<file path="config.mk">
export PLATFORM = sky130hd
export DESIGN_NAME = fetch_mem_unit_flat
export DESIGN_NICKNAME = d
export VERILOG_FILES = /design/src/rtl/fetch_pkg.sv /design/src/rtl/fetch_mem_unit_if.sv /design/src/rtl/fetch_mem_unit_mem_port_fsm.sv /design/src/rtl/fetch_mem_unit.sv /design/src/flat_wrapper.sv
export SDC_FILE = /design/constraint.sdc
export NUM_CORES = 1
export LEC_CHECK = 0
export BUFFER_PORTS_ARGS = -buffer_cell sky130_fd_sc_hd__clkbuf_2
export CAP_MARGIN = 20
export CORE_ASPECT_RATIO = 0.9
export CORE_MARGIN = 5
export CORE_UTILIZATION = 49
export CTS_BUF_LIST = sky130_fd_sc_hd__clkbuf_4
export CTS_CLUSTER_DIAMETER = 30
export DETAILED_ROUTE_END_ITERATION = 16
export GPL_ROUTABILITY_DRIVEN = 0
export HOLD_SLACK_MARGIN = 0.1
export PLACE_DENSITY = 0.85
export SLEW_MARGIN = 20
export SYNTH_ARGS = -nofsm -noshare
export SYNTH_HDL_FRONTEND = slang
export SYNTH_SLANG_ARGS = --single-unit
</file>
<file path="constraint.sdc">
create_clock -name clk -period 4.4 [get_ports clk]
set_input_delay 0.22 -clock clk [delete_from_list [all_inputs] [get_ports clk]]
set_output_delay 0.22 -clock clk [all_outputs]
set_load 0.02 [all_outputs]
</file>
<file path="src/rtl/fetch_pkg.sv">
// fetch_pkg: memory FSM states, opcodes and IR field positions shared by the fetch unit
package fetch_pkg;
  typedef enum logic {M_IDLE, M_WAIT} mem_state_t;
  typedef enum logic [2:0] {OP_ADD = 3'b000, OP_LOAD = 3'b100, OP_STORE = 3'b101, OP_HALT = 3'b111} opcode_t;
  localparam int OPC_LSB = 13;
  localparam int RD_LSB = 10;
  localparam int RS_LSB = 7;
  localparam int RT_LSB = 4;
  localparam int IMM_W = 7;
endpackage

</file>
<file path="src/rtl/fetch_mem_unit_if.sv">
// fetch_mem_unit_if: single-port memory bus between the fetch unit (master) and memory (slave)
interface fetch_mem_unit_if #(parameter int DATA_W = 16, parameter int ADDR_W = 8);
  logic mem_req, mem_we, mem_ready;
  logic [ADDR_W-1:0] mem_addr;
  logic [DATA_W-1:0] mem_wdata, mem_rdata;
  modport master(output mem_req, mem_we, mem_addr, mem_wdata, input mem_rdata, mem_ready);
  modport slave(input mem_req, mem_we, mem_addr, mem_wdata, output mem_rdata, mem_ready);
endinterface

</file>
<file path="src/rtl/fetch_mem_unit_mem_port_fsm.sv">
// mem_port_fsm: issues and stretches one memory request at a time, latching address/data at issue
module mem_port_fsm
  import fetch_pkg::*;
#(
  parameter int DATA_W = 16,
  parameter int ADDR_W = 8
) (
  input  logic              clk,
  input  logic              reset,
  input  logic              mem_read,
  input  logic              mem_write,
  input  logic              iord,
  input  logic [ADDR_W-1:0] pc,
  input  logic [ADDR_W-1:0] data_addr,
  input  logic [DATA_W-1:0] wr_data,
  fetch_mem_unit_if.master  bus,
  output logic              mem_busy,
  output logic              rd_done,
  output logic              proto_err
);
  mem_state_t state;
  logic start;
  assign start = mem_read | mem_write;
  always_ff @(posedge clk or negedge reset)
    if (!reset) begin
      state         <= M_IDLE;
      bus.mem_we    <= 1'b0;
      bus.mem_addr  <= '0;
      bus.mem_wdata <= '0;
      proto_err     <= 1'b0;
    end else if (state == M_IDLE) begin
      if (start) begin
        state         <= M_WAIT;
        bus.mem_addr  <= iord ? data_addr : pc;
        bus.mem_we    <= mem_write & ~mem_read;
        bus.mem_wdata <= wr_data;
        proto_err     <= proto_err | (mem_read & mem_write);
      end
    end else if (bus.mem_ready) state <= M_IDLE;
  assign bus.mem_req = state == M_WAIT;
  // control holds its strobes while busy, so the issue cycle and every wait cycle stall it
  assign mem_busy = (state == M_IDLE) ? start : ~bus.mem_ready;
  assign rd_done = bus.mem_req & bus.mem_ready & ~bus.mem_we;
endmodule

</file>
<file path="src/rtl/fetch_mem_unit.sv">
// fetch_mem_unit: PC/IR/MDR registers, instruction field decode and the single memory port
module fetch_mem_unit
  import fetch_pkg::*;
#(
  parameter int DATA_W = 16,
  parameter int ADDR_W = 8,
  parameter logic [ADDR_W-1:0] RESET_PC = '0
) (
  input  logic              clk,
  input  logic              reset,
  input  logic              PCWrite,
  input  logic              PCWriteCond,
  input  logic              IRWrite,
  input  logic              IorD,
  input  logic              MemRead,
  input  logic              MemWrite,
  input  logic              zero_flag,
  input  logic [DATA_W-1:0] alu_result,
  input  logic [DATA_W-1:0] alu_out,
  input  logic [DATA_W-1:0] wr_data,
  fetch_mem_unit_if.master  bus,
  output logic              mem_busy,
  output logic [ADDR_W-1:0] pc,
  output logic [DATA_W-1:0] ir,
  output logic [DATA_W-1:0] mdr,
  output logic [2:0]        opcode,
  output logic [2:0]        rd,
  output logic [2:0]        rs,
  output logic [2:0]        rt,
  output logic [DATA_W-1:0] imm_ext,
  output logic              halted,
  output logic              proto_err
);
  logic rd_done;
  logic unused_hi;
  mem_port_fsm #(.DATA_W(DATA_W), .ADDR_W(ADDR_W)) u_port (
    .clk       (clk),
    .reset     (reset),
    .mem_read  (MemRead),
    .mem_write (MemWrite),
    .iord      (IorD),
    .pc        (pc),
    .data_addr (alu_out[ADDR_W-1:0]),
    .wr_data   (wr_data),
    .bus       (bus),
    .mem_busy  (mem_busy),
    .rd_done   (rd_done),
    .proto_err (proto_err)
  );
  always_ff @(posedge clk or negedge reset)
    if (!reset) begin
      pc     <= RESET_PC;
      ir     <= '0;
      mdr    <= '0;
      halted <= 1'b0;
    end else begin
      if (!mem_busy && !halted)
        pc <= PCWrite ? alu_result[ADDR_W-1:0] : (PCWriteCond && zero_flag) ? alu_out[ADDR_W-1:0] : pc;
      if (rd_done) mdr <= bus.mem_rdata;
      if (rd_done && IRWrite) begin
        ir     <= bus.mem_rdata;
        halted <= halted | (bus.mem_rdata[OPC_LSB +: 3] == OP_HALT);
      end
    end
  assign opcode = ir[OPC_LSB +: 3];
  assign rd = ir[RD_LSB +: 3];
  assign rs = ir[RS_LSB +: 3];
  assign rt = ir[RT_LSB +: 3];
  assign imm_ext = {{(DATA_W-IMM_W){ir[IMM_W-1]}}, ir[IMM_W-1:0]};
  assign unused_hi = ^{alu_result[DATA_W-1:ADDR_W], alu_out[DATA_W-1:ADDR_W]};
endmodule

</file>
<file path="src/flat_wrapper.sv">
// flat-port wrapper written by rule: the top's interface ports become plain ports
module fetch_mem_unit_flat import fetch_pkg::*;
#(
  parameter int DATA_W = 16,
  parameter int ADDR_W = 8,
  parameter logic [ADDR_W-1:0] RESET_PC = '0
)
  (clk, reset, PCWrite, PCWriteCond, IRWrite, IorD, MemRead, MemWrite, zero_flag, alu_result, alu_out, wr_data, mem_busy, pc, ir, mdr, opcode, rd, rs, rt, imm_ext, halted, proto_err, bus_mem_req, bus_mem_we, bus_mem_addr, bus_mem_wdata, bus_mem_rdata, bus_mem_ready);
  fetch_mem_unit_if #(.DATA_W(DATA_W), .ADDR_W(ADDR_W)) bus_i ();
  input  logic clk;
  input  logic reset;
  input  logic PCWrite;
  input  logic PCWriteCond;
  input  logic IRWrite;
  input  logic IorD;
  input  logic MemRead;
  input  logic MemWrite;
  input  logic zero_flag;
  input  logic [DATA_W-1:0] alu_result;
  input  logic [DATA_W-1:0] alu_out;
  input  logic [DATA_W-1:0] wr_data;
  output logic mem_busy;
  output logic [ADDR_W-1:0] pc;
  output logic [DATA_W-1:0] ir;
  output logic [DATA_W-1:0] mdr;
  output logic [2:0] opcode;
  output logic [2:0] rd;
  output logic [2:0] rs;
  output logic [2:0] rt;
  output logic [DATA_W-1:0] imm_ext;
  output logic halted;
  output logic proto_err;
  output wire logic [$bits(bus_i.mem_req)-1:0] bus_mem_req;
  output wire logic [$bits(bus_i.mem_we)-1:0] bus_mem_we;
  output wire logic [$bits(bus_i.mem_addr)-1:0] bus_mem_addr;
  output wire logic [$bits(bus_i.mem_wdata)-1:0] bus_mem_wdata;
  input wire logic [$bits(bus_i.mem_rdata)-1:0] bus_mem_rdata;
  input wire logic [$bits(bus_i.mem_ready)-1:0] bus_mem_ready;
  assign bus_mem_req = bus_i.mem_req;
  assign bus_mem_we = bus_i.mem_we;
  assign bus_mem_addr = bus_i.mem_addr;
  assign bus_mem_wdata = bus_i.mem_wdata;
  assign bus_i.mem_rdata = bus_mem_rdata;
  assign bus_i.mem_ready = bus_mem_ready;
  fetch_mem_unit #(.DATA_W(DATA_W), .ADDR_W(ADDR_W), .RESET_PC(RESET_PC)) u_core (.clk(clk), .reset(reset), .PCWrite(PCWrite), .PCWriteCond(PCWriteCond), .IRWrite(IRWrite), .IorD(IorD), .MemRead(MemRead), .MemWrite(MemWrite), .zero_flag(zero_flag), .alu_result(alu_result), .alu_out(alu_out), .wr_data(wr_data), .bus(bus_i), .mem_busy(mem_busy), .pc(pc), .ir(ir), .mdr(mdr), .opcode(opcode), .rd(rd), .rs(rs), .rt(rt), .imm_ext(imm_ext), .halted(halted), .proto_err(proto_err));
endmodule
</file>
After elaboration in Yosys (flattened, before gate mapping)
Index checks and enable logic that the tools add are counted.
Cells by class
  bitwise gates (word level): 11
  muxes and demuxes: 7
  eq/ne operators: 1
  reductions and logical operators: 8
Operator list (count)
  8-bit two-way mux: 3
  1-bit AND: 4
  1-bit two-way mux: 4
  1-bit inverter: 4
  2-bit AND reduction: 2
  3-bit equality test, second input constant: 1
  1-bit logical AND: 3
  1-bit bitwise OR: 3
  1-bit zero test: 2
  2-bit nonzero test: 1
Storage, ports and cells
  output and inout bits: 97
  flip-flop bits (word level): 68
  word-level logic and storage cells: 36

Longest topological paths before layout
Gate-level depths: netlist of run 1.
  word-level depth: 5
  mapped depth: 5
  mapped depth without buffers: 3

Modules after synthesis
Synthesis of run 1 repeated with hierarchy kept, for this count alone.
Second synthesis, totals
  cells, all modules: 197
  area, all modules: 3075.4 µm²
Modules (own cells, without submodules)
  fetch_mem_unit: cells an instance 126, times used 1, area an instance 1864.3 µm², sequential area each 1026.0 µm²
  mem_port_fsm: cells an instance 71, times used 1, area an instance 1211.2 µm², sequential area each 675.6 µm²

Least setup slack after synthesis of run 1
Ideal clock, no wire load.
  path kind: register to register
  start point: reg u_core.u_port.state (netlist: u_core.u_port.bus.mem_req)
  end point: reg u_core.pc[0]
  cell stages (with the launch flop): 4
  slack: 2.661 ns
  data arrival time: 1.614 ns
  path buffers: 0
  data required time: 4.275 ns
  library setup time: 0.125 ns
  cells stage by stage: dfrtp_1 or3_4 a211oi_4 mux2_2
On the way
  word-level cells in the longest chain between the ends: 4
Ends and longest elaborated chain
  start: declaration: RTL line fetch_mem_unit_mem_port_fsm.sv:21  | mem_state_t state;
  start signal: assignment: RTL line fetch_mem_unit_mem_port_fsm.sv:26  | state <= M_IDLE;
  start signal: assignment: RTL line fetch_mem_unit_mem_port_fsm.sv:33  | state <= M_WAIT;
  start signal: assignment: RTL line fetch_mem_unit_mem_port_fsm.sv:39  | end else if (bus.mem_ready) state <= M_IDLE;
  1-bit two-way mux: RTL line fetch_mem_unit_mem_port_fsm.sv:42  | assign mem_busy = (state == M_IDLE) ? start : ~bus.mem_ready;
  1-bit zero test: RTL line fetch_mem_unit.sv:57  | if (!mem_busy && !halted)
  1-bit logical AND: RTL line fetch_mem_unit.sv:57
  2-bit AND reduction (no source line)
  end signal: assignment: RTL line fetch_mem_unit.sv:58  | pc <= PCWrite ? alu_result[ADDR_W-1:0] : (PCWriteCond && zero_flag) ? alu_out[ADDR_W-1:0] : pc;
  end: declaration: RTL line fetch_mem_unit.sv:23  | output logic [ADDR_W-1:0] pc,
No other way between the ends.
A chain may end at the register's enable or synchronous reset.

Final worst setup path of run 1
  start point: reg u_core.u_port.state (netlist: u_core.u_port.bus.mem_req)
  end point: reg u_core.ir[12]
On the way
  word-level cells in the longest chain between the ends: 3
Ends and longest elaborated chain
  1-bit AND (2 in series): RTL line fetch_mem_unit_mem_port_fsm.sv:43  | assign rd_done = bus.mem_req & bus.mem_ready & ~bus.mem_we;
  1-bit logical AND: RTL line fetch_mem_unit.sv:60  | if (rd_done && IRWrite) begin
  end signal: assignment: RTL line fetch_mem_unit.sv:61  | ir <= bus.mem_rdata;
  end: declaration: RTL line fetch_mem_unit.sv:24  | output logic [DATA_W-1:0] ir,
No other way between the ends.

==> results.json, run 1 <==
{
  "start_util_pct": 50.9,
  "cts_resized": 0,
  "multiInputGateArea_um2": 978,
  "fin_cells": 449,
  "worst_slew_pin_slew_ns": 0.923,
  "period_needed_ns": 1.92,
  "coreArea_mm2": 0.00576,
  "gr-total-overflow": 0,
  "dieHeight_um": 83.4,
  "drcViolationCount": 0,
  "start_kind": "flip-flop",
  "fmaxAchievable_mhz": 521,
  "fp-row-count": 26,
  "vias": 2180,
  "clk_latency_ns": 0.40,
  "cts_root_buffer": "clkbuf_4",
  "grt_pass1_wl_um": 11900,
  "worstPathMaxFanout": 17,
  "routed_wl_um": 7160,
  "seq_area_frac_synth_pct": 58.0,
  "netlist.area_leader.share_pct": 58.0,
  "hp-class": "primary input to flip-flop",
  "cts_buffers": 9,
  "mostFrequentLayoutCell": "clkbuf_2",
  "synth_warnings": 0,
  "antenna_found_initial": 0,
  "area_growth_pct": 39.1,
  "path_clk_slew_ns": 0.11,
  "fin_crit_sh_pct": 43.7,
  "grt_use_total_pct": 19.5,
  "first_global_vias": 2386,
  "rsz0062_at_grt": "false",
  "cts_max_level": 3,
  "nets": 448,
  "leakage_uw": 0.00205,
  "design_area_mm2": 0.00408,
  "synth_area_per_cell_um2": 14.2,
  "cp-end-kind": "flip-flop",
  "fill_cells": 397,
  "synth-seq-cells": 68,
  "hold_buffers": 36,
  "place_inst": 397,
  "finalSetupTns_ns": 0,
  "slew_violations": 0,
  "synth_area_leaders": "dfrtp_1, mux2_2, buf_4",
  "syn_area_mm2": 0.00293,
  "status": "completed",
  "hpwlAfterDp_um": 5000,
  "viasPerCell": 4.86,
  "ios": 171,
  "power_density_mw_per_mm2": 602,
  "final_util_pct": 70.8,
  "drtAntennaViolNets": 0,
  "drtIter0Drc": 42,
  "max_cap_viol_count": 0,
  "vdd_drop_max_mv": 0.302,
  "synth_cell_types": 21,
  "synth_nets": 281,
  "worstPathArrival_ns": 2.20,
  "netlist.top_cell.by_area": "dfrtp_1",
  "die_w_um": 91.5,
  "required_ns": 4.68,
  "dieArea_mm2": 0.00763,
  "dr.pass1.iters": 3,
  "cts_tree": "yes",
  "grt_max_degree": 69,
  "regArea_mm2": 0.00170,
  "relSlewSlack_pct": 38.1,
  "layout_common_cells": "clkbuf_2, dfrtp_1, mux2_2",
  "drive_above_1_share_pct": 63.1,
  "hold_violations": 0,
  "io_buffers": 154,
  "critPathKind": "flip-flop to flip-flop",
  "placed_cell_area_mm2": 0.00356,
  "reg2reg_slack_ns": 2.48,
  "wire_per_inst_um": 15.9,
  "diodes": 0,
  "setup_viol": 0,
  "fin_worst_skew_ns": 0.00875,
  "post-cts-setup-buffers": 0,
  "cts_buffer_depth": 2,
  "syn_inst": 207,
  "numClockSinks": 68
}
cell type report:
class	instances	share of cell area (%)
Inverter	1	0.0921
Tap cell	70	2.15
Clock inverter	7	2.24
Timing Repair Buffer	192	28.1
Clock buffer	9	1.66
Multi-Input combinational cell	102	24.0
Sequential cell	68	41.7
final timing paths:
kind                                                           from                                   endpoint  depth (start not counted)
max in group asynchronous                                     reset  u_core.u_port.bus.mem_addr[5]$_DFFE_PN0P_                          3
worst min-delay path                                     alu_out[0]  u_core.u_port.bus.mem_addr[0]$_DFFE_PN0P_                          3
worst max register to register  u_core.u_port.bus.mem_req$_DFF_PN0_                  u_core.ir[12]$_DFFE_PN0P_                          2
min in group asynchronous                                     reset                   u_core.ir[4]$_DFFE_PN0P_                          3
worst min register to register  u_core.u_port.proto_err$_DFFE_PN0P_        u_core.u_port.proto_err$_DFFE_PN0P_                          1
worst max-delay path            u_core.u_port.bus.mem_req$_DFF_PN0_                  u_core.ir[12]$_DFFE_PN0P_                          2
synth_stat cells, drive strengths merged:
cell and n:
clkbuf 4, nand4b 1, a21oi 2, o21bai 2
nor2 1, o21ai 8, buf 32, a211oi 1
or2 1, nand2 9, mux2i 8, or3 1
dfrtp 68, inv 1, nor2b 1, a21o 1
mux2 64, nand3 1, and2 1
flip-flops by register name, indices dropped and copies added, names as in the netlist:
name                         cells
u_core.halted                    1
u_core.ir                       16
u_core.mdr                      16
u_core.pc                        8
u_core.u_port.bus.mem_addr       8
u_core.u_port.bus.mem_req        1
u_core.u_port.bus.mem_wdata     16
u_core.u_port.bus.mem_we         1
u_core.u_port.proto_err          1
critical path, stage by stage (launching register included):
cell and delay [ns]:
dfrtp_1 0.48, nand4b_1 0.76, mux2_2 0.57
per-layer routing:
metal	routed length, µm	part of all wire [%]	track usage (%)
met1	2800	39	22.7
met3	646	9.0	8.05
met5	0	0	0
met4	126	1.8	5.34
met2	3590	50	33.1
cell families (layout without fill, tap and decap cells):
logic type	Yosys count	count (layout)	share of synthesized area, %
compound gates	14	14	3.16
buf+inv	37	209	8.71
flops	68	68	58.0
mux	72	72	27.3
simple gates	16	16	2.77
stage by stage:
stage / power, µW / worst slack [ns] / hold slack (ns)
after detailed placement: 2000 / 2.47 / 0.444
after global placement: 1970 / 2.50 / 0.441
after floorplan: 1720 / 2.66 / -0.0756
after CTS: 2480 / 2.45 / 0.107
final: 2450 / 2.48 / 0.133
after global routing: 2600 / 2.35 / 0.132
power breakdown:
group	switching, µW	leakage, µW	internal (µW)
clock	220	0.0000756	227
sequential	140	0.000799	828
combinational	634	0.00118	405
total	994	0.00205	1460
Note: power is estimated with default switching activity, not from simulation.
==> run 2, diff against run 1 <==
ABC_AREA = 1   (was not set)
CORE_UTILIZATION = 41   (was 49)
PLACE_DENSITY = 0.75   (was 0.85)
clock period = 1.6 ns   (was 4.4 ns; I/O delays follow)
==> run 2 against run 1 <==
Core utilization shrank 8.3 points; final area grew 9.5%; setup slack lost 2.4 ns; sequential share of layout area shrank 3.6 points; clock skew grew 0.0081 ns; synthesized cell count grew 74%; sequential power grew to 2.6 times the previous value; flip-flop and latch count is the same; combinational power grew to 2.5 times the previous value; die area grew 21%; critical path type is now flip-flop to output port; highest routed layer unchanged.
==> results.json, run 2 <==
{
  "vdd_drop_max_mv": 0.670,
  "numClockSinks": 68,
  "critical-path-top-delay-family": "flip-flops",
  "cp_slowest_cell": "dfrtp_1",
  "reg_top3": "u_core.ir (16), u_core.mdr (16), u_core.u_port.bus.mem_wdata (16)",
  "synth_warnings": 0,
  "cp-startpoint": "u_core.u_port.bus.mem_req$_DFF_PN0_",
  "dieHeight_um": 91.7,
  "relSlewSlack_pct": 73.6,
  "cts_max_level": 3,
  "synth_area_leaders": "dfrtp_1, nand2_1, buf_4",
  "slowest_delay_ns": 0.42,
  "fin_worst_skew_ns": 0.0168,
  "reg2reg_from": "u_core.u_port.bus.mem_req$_DFF_PN0_",
  "ios": 171,
  "cp_num_buf_inv": 3,
  "seqPwrFrac_pct": 41.9,
  "synth-edff-count": 0,
  "fmaxAchievable_mhz": 679,
  "vias": 2974,
  "combPwrFrac_pct": 43.0,
  "grt_max_degree": 69,
  "hold_violations": 0,
  "fin_crit_sh_pct": 92.0,
  "hp-class": "primary input to flip-flop",
  "slew_violations": 0,
  "power_density_mw_per_mm2": 1370,
  "fp-row-count": 29,
  "dr.pass1.iters": 4,
  "gr-total-overflow": 0,
  "antenna_found_initial": 0,
  "design_area_mm2": 0.00447,
  "cp-end-kind": "output port",
  "nets": 629,
  "dieArea_mm2": 0.00924,
  "cts_buffers": 9,
  "mostFrequentLayoutCell": "nand2_1",
  "start_kind": "flip-flop",
  "rsz0062_at_grt": "false",
  "total_power_uw": 6120,
  "wire_per_inst_um": 13.7,
  "grt_pass1_wl_um": 14500,
  "yosys-top-cells-count": "nand2_1, dfrtp_1, buf_4",
  "setup_viol": 0,
  "layout_common_cells": "nand2_1, clkbuf_2, dfrtp_1",
  "drtAntennaViolNets": 0,
  "period_needed_ns": 1.47,
  "syn_area_mm2": 0.00304,
  "placed_cell_area_mm2": 0.00370,
  "worstPathArrival_ns": 1.39,
  "cts_tree": "yes",
  "netlist.area_leader.share_pct": 56.0,
  "finalSetupTns_ns": 0,
  "cts_buffer_depth": 2,
  "die_w_um": 101,
  "start_util_pct": 42.5,
  "clock_power_share_pct": 15.2,
  "viasPerCell": 4.55,
  "coreArea_mm2": 0.00715,
  "cts_root_buffer": "clkbuf_4",
  "syn_inst": 360,
  "clk_latency_ns": 0.39,
  "async_flop_share_pct": 100,
  "drive_above_1_share_pct": 33.8,
  "p_int_uw": 3420,
  "routed_wl_um": 8930,
  "first_global_vias": 3023,
  "netlist.top_cell.by_area": "dfrtp_1",
  "synth-seq-cells": 68,
  "fill_cells": 614,
  "hpwlAfterDp_um": 5710,
  "drtIter0Drc": 208,
  "synth_area_per_cell_um2": 8.45,
  "critPathKind": "flip-flop to output port",
  "crit_chain": "inv_2 > nand2_1 > nand2_4 > inv_1 > clkbuf_2",
  "path_clk_slew_ns": 0.10,
  "status": "completed",
  "grt_use_total_pct": 19.6,
  "synth-main-ff-cell": "dfrtp_1",
  "required_ns": 1.52,
  "worst_slew_pin_slew_ns": 0.396,
  "netSwitchingPower_uw": 2700,
  "seq_area_frac_synth_pct": 56.0,
  "worstPathMaxFanout": 10,
  "swShare_pct": 44.2,
  "drcViolationCount": 0,
  "area_growth_pct": 46.9,
  "io_buffers": 154,
  "leakage_uw": 0.00260,
  "synth_cell_types": 20,
  "synth_nets": 434,
  "holdCritStartpoint": "PCWriteCond",
  "yosysMostFrequentCell": "nand2_1",
  "max_cap_viol_count": 0
}
==> run 2: power groups by stage <==
stage / sequential (µW) / combinational [µW] / clock [µW]
final: 2560 / 2630 / 928
after global routing: 2630 / 2850 / 1030
after CTS: 2560 / 2620 / 964
after detailed placement: 2590 / 2480 / 0
after global placement: 2570 / 2440 / 0
after floorplan: 3140 / 1220 / 0
==> run 2: kinds of logic after synthesis <==
kind of cell	synth area share (%)
flip-flops	56.0
AND/OR/NAND/NOR	28.7
buffers and inverters	11.2
AO/OA/AOI/OAI	4.16
==> run 2: final timing paths <==
| path | slack (ns) | to | cells after the start |
|---|---|---|---|
| max reg2reg | 0.20 | u_core.u_port.bus.mem_wdata[6]$_DFFE_PN0P_ | 6 |
| max | 0.13 | mem_busy | 5 |
| min in group asynchronous | 0.19 | u_core.mdr[1]$_DFFE_PN0P_ | 3 |
| max in group asynchronous | 1.06 | u_core.ir[13]$_DFFE_PN0P_ | 3 |
| min reg2reg | 0.48 | u_core.u_port.bus.mem_wdata[4]$_DFFE_PN0P_ | 2 |
| min | 0.14 | u_core.pc[5]$_DFFE_PN0P_ | 5 |
==> run 2: worst reg2reg max path, delay by kind of cell (launching register included) <==
kind | cells | cell delay (ns)
DFF | 1 | 0.42
buffers and inverters | 2 | 0.36
and+or+nand+nor | 4 | 0.52
==> run 2: per-layer routing <==
layer	vias up	share of wire, %	track usage, %	wire, µm
met5	-	0	0	0
met4	0	1.8	7.30	161
met3	18	7.6	4.17	677
met2	121	52	33.8	4650
met1	1369	39	24.0	3440
li1	1466	-	-	-
==> run 2: cell type report <==
type / count / area (µm²) / share of cell area [%]
Antenna cell: 1 / 2.50 / 0.0560
Clock buffer: 10 / 75.1 / 1.68
Clock inverter: 5 / 30.0 / 0.672
Inverter: 16 / 61.3 / 1.37
Multi-Input combinational cell: 237 / 1010 / 22.6
Sequential cell: 68 / 1700 / 38.1
Tap cell: 93 / 116 / 2.61
Timing Repair Buffer: 223 / 1470 / 33.0
==> run 2: per-stage QoR <==
stage,hold slack (ns),util [%],cells,setup WS [ns]
5_1_grt,0.137,62.4,652,0.0171
2_1_floorplan,-0.216,-,360,0.349
6_report,0.135,62.5,653,0.128
4_1_cts,0.135,62.2,652,0.0596
3_3_place_gp,0.126,51.8,573,0.253
3_5_place_dp,0.129,51.8,573,0.204
==> run 2: repair_timing <==
item	CTS	global route
hold endpoints to repair	135	0
hold buffers	64	0
pin swaps	0	1
resized for setup	1	1
buffers inserted	0	1
endpoints found under the setup margin	1	9
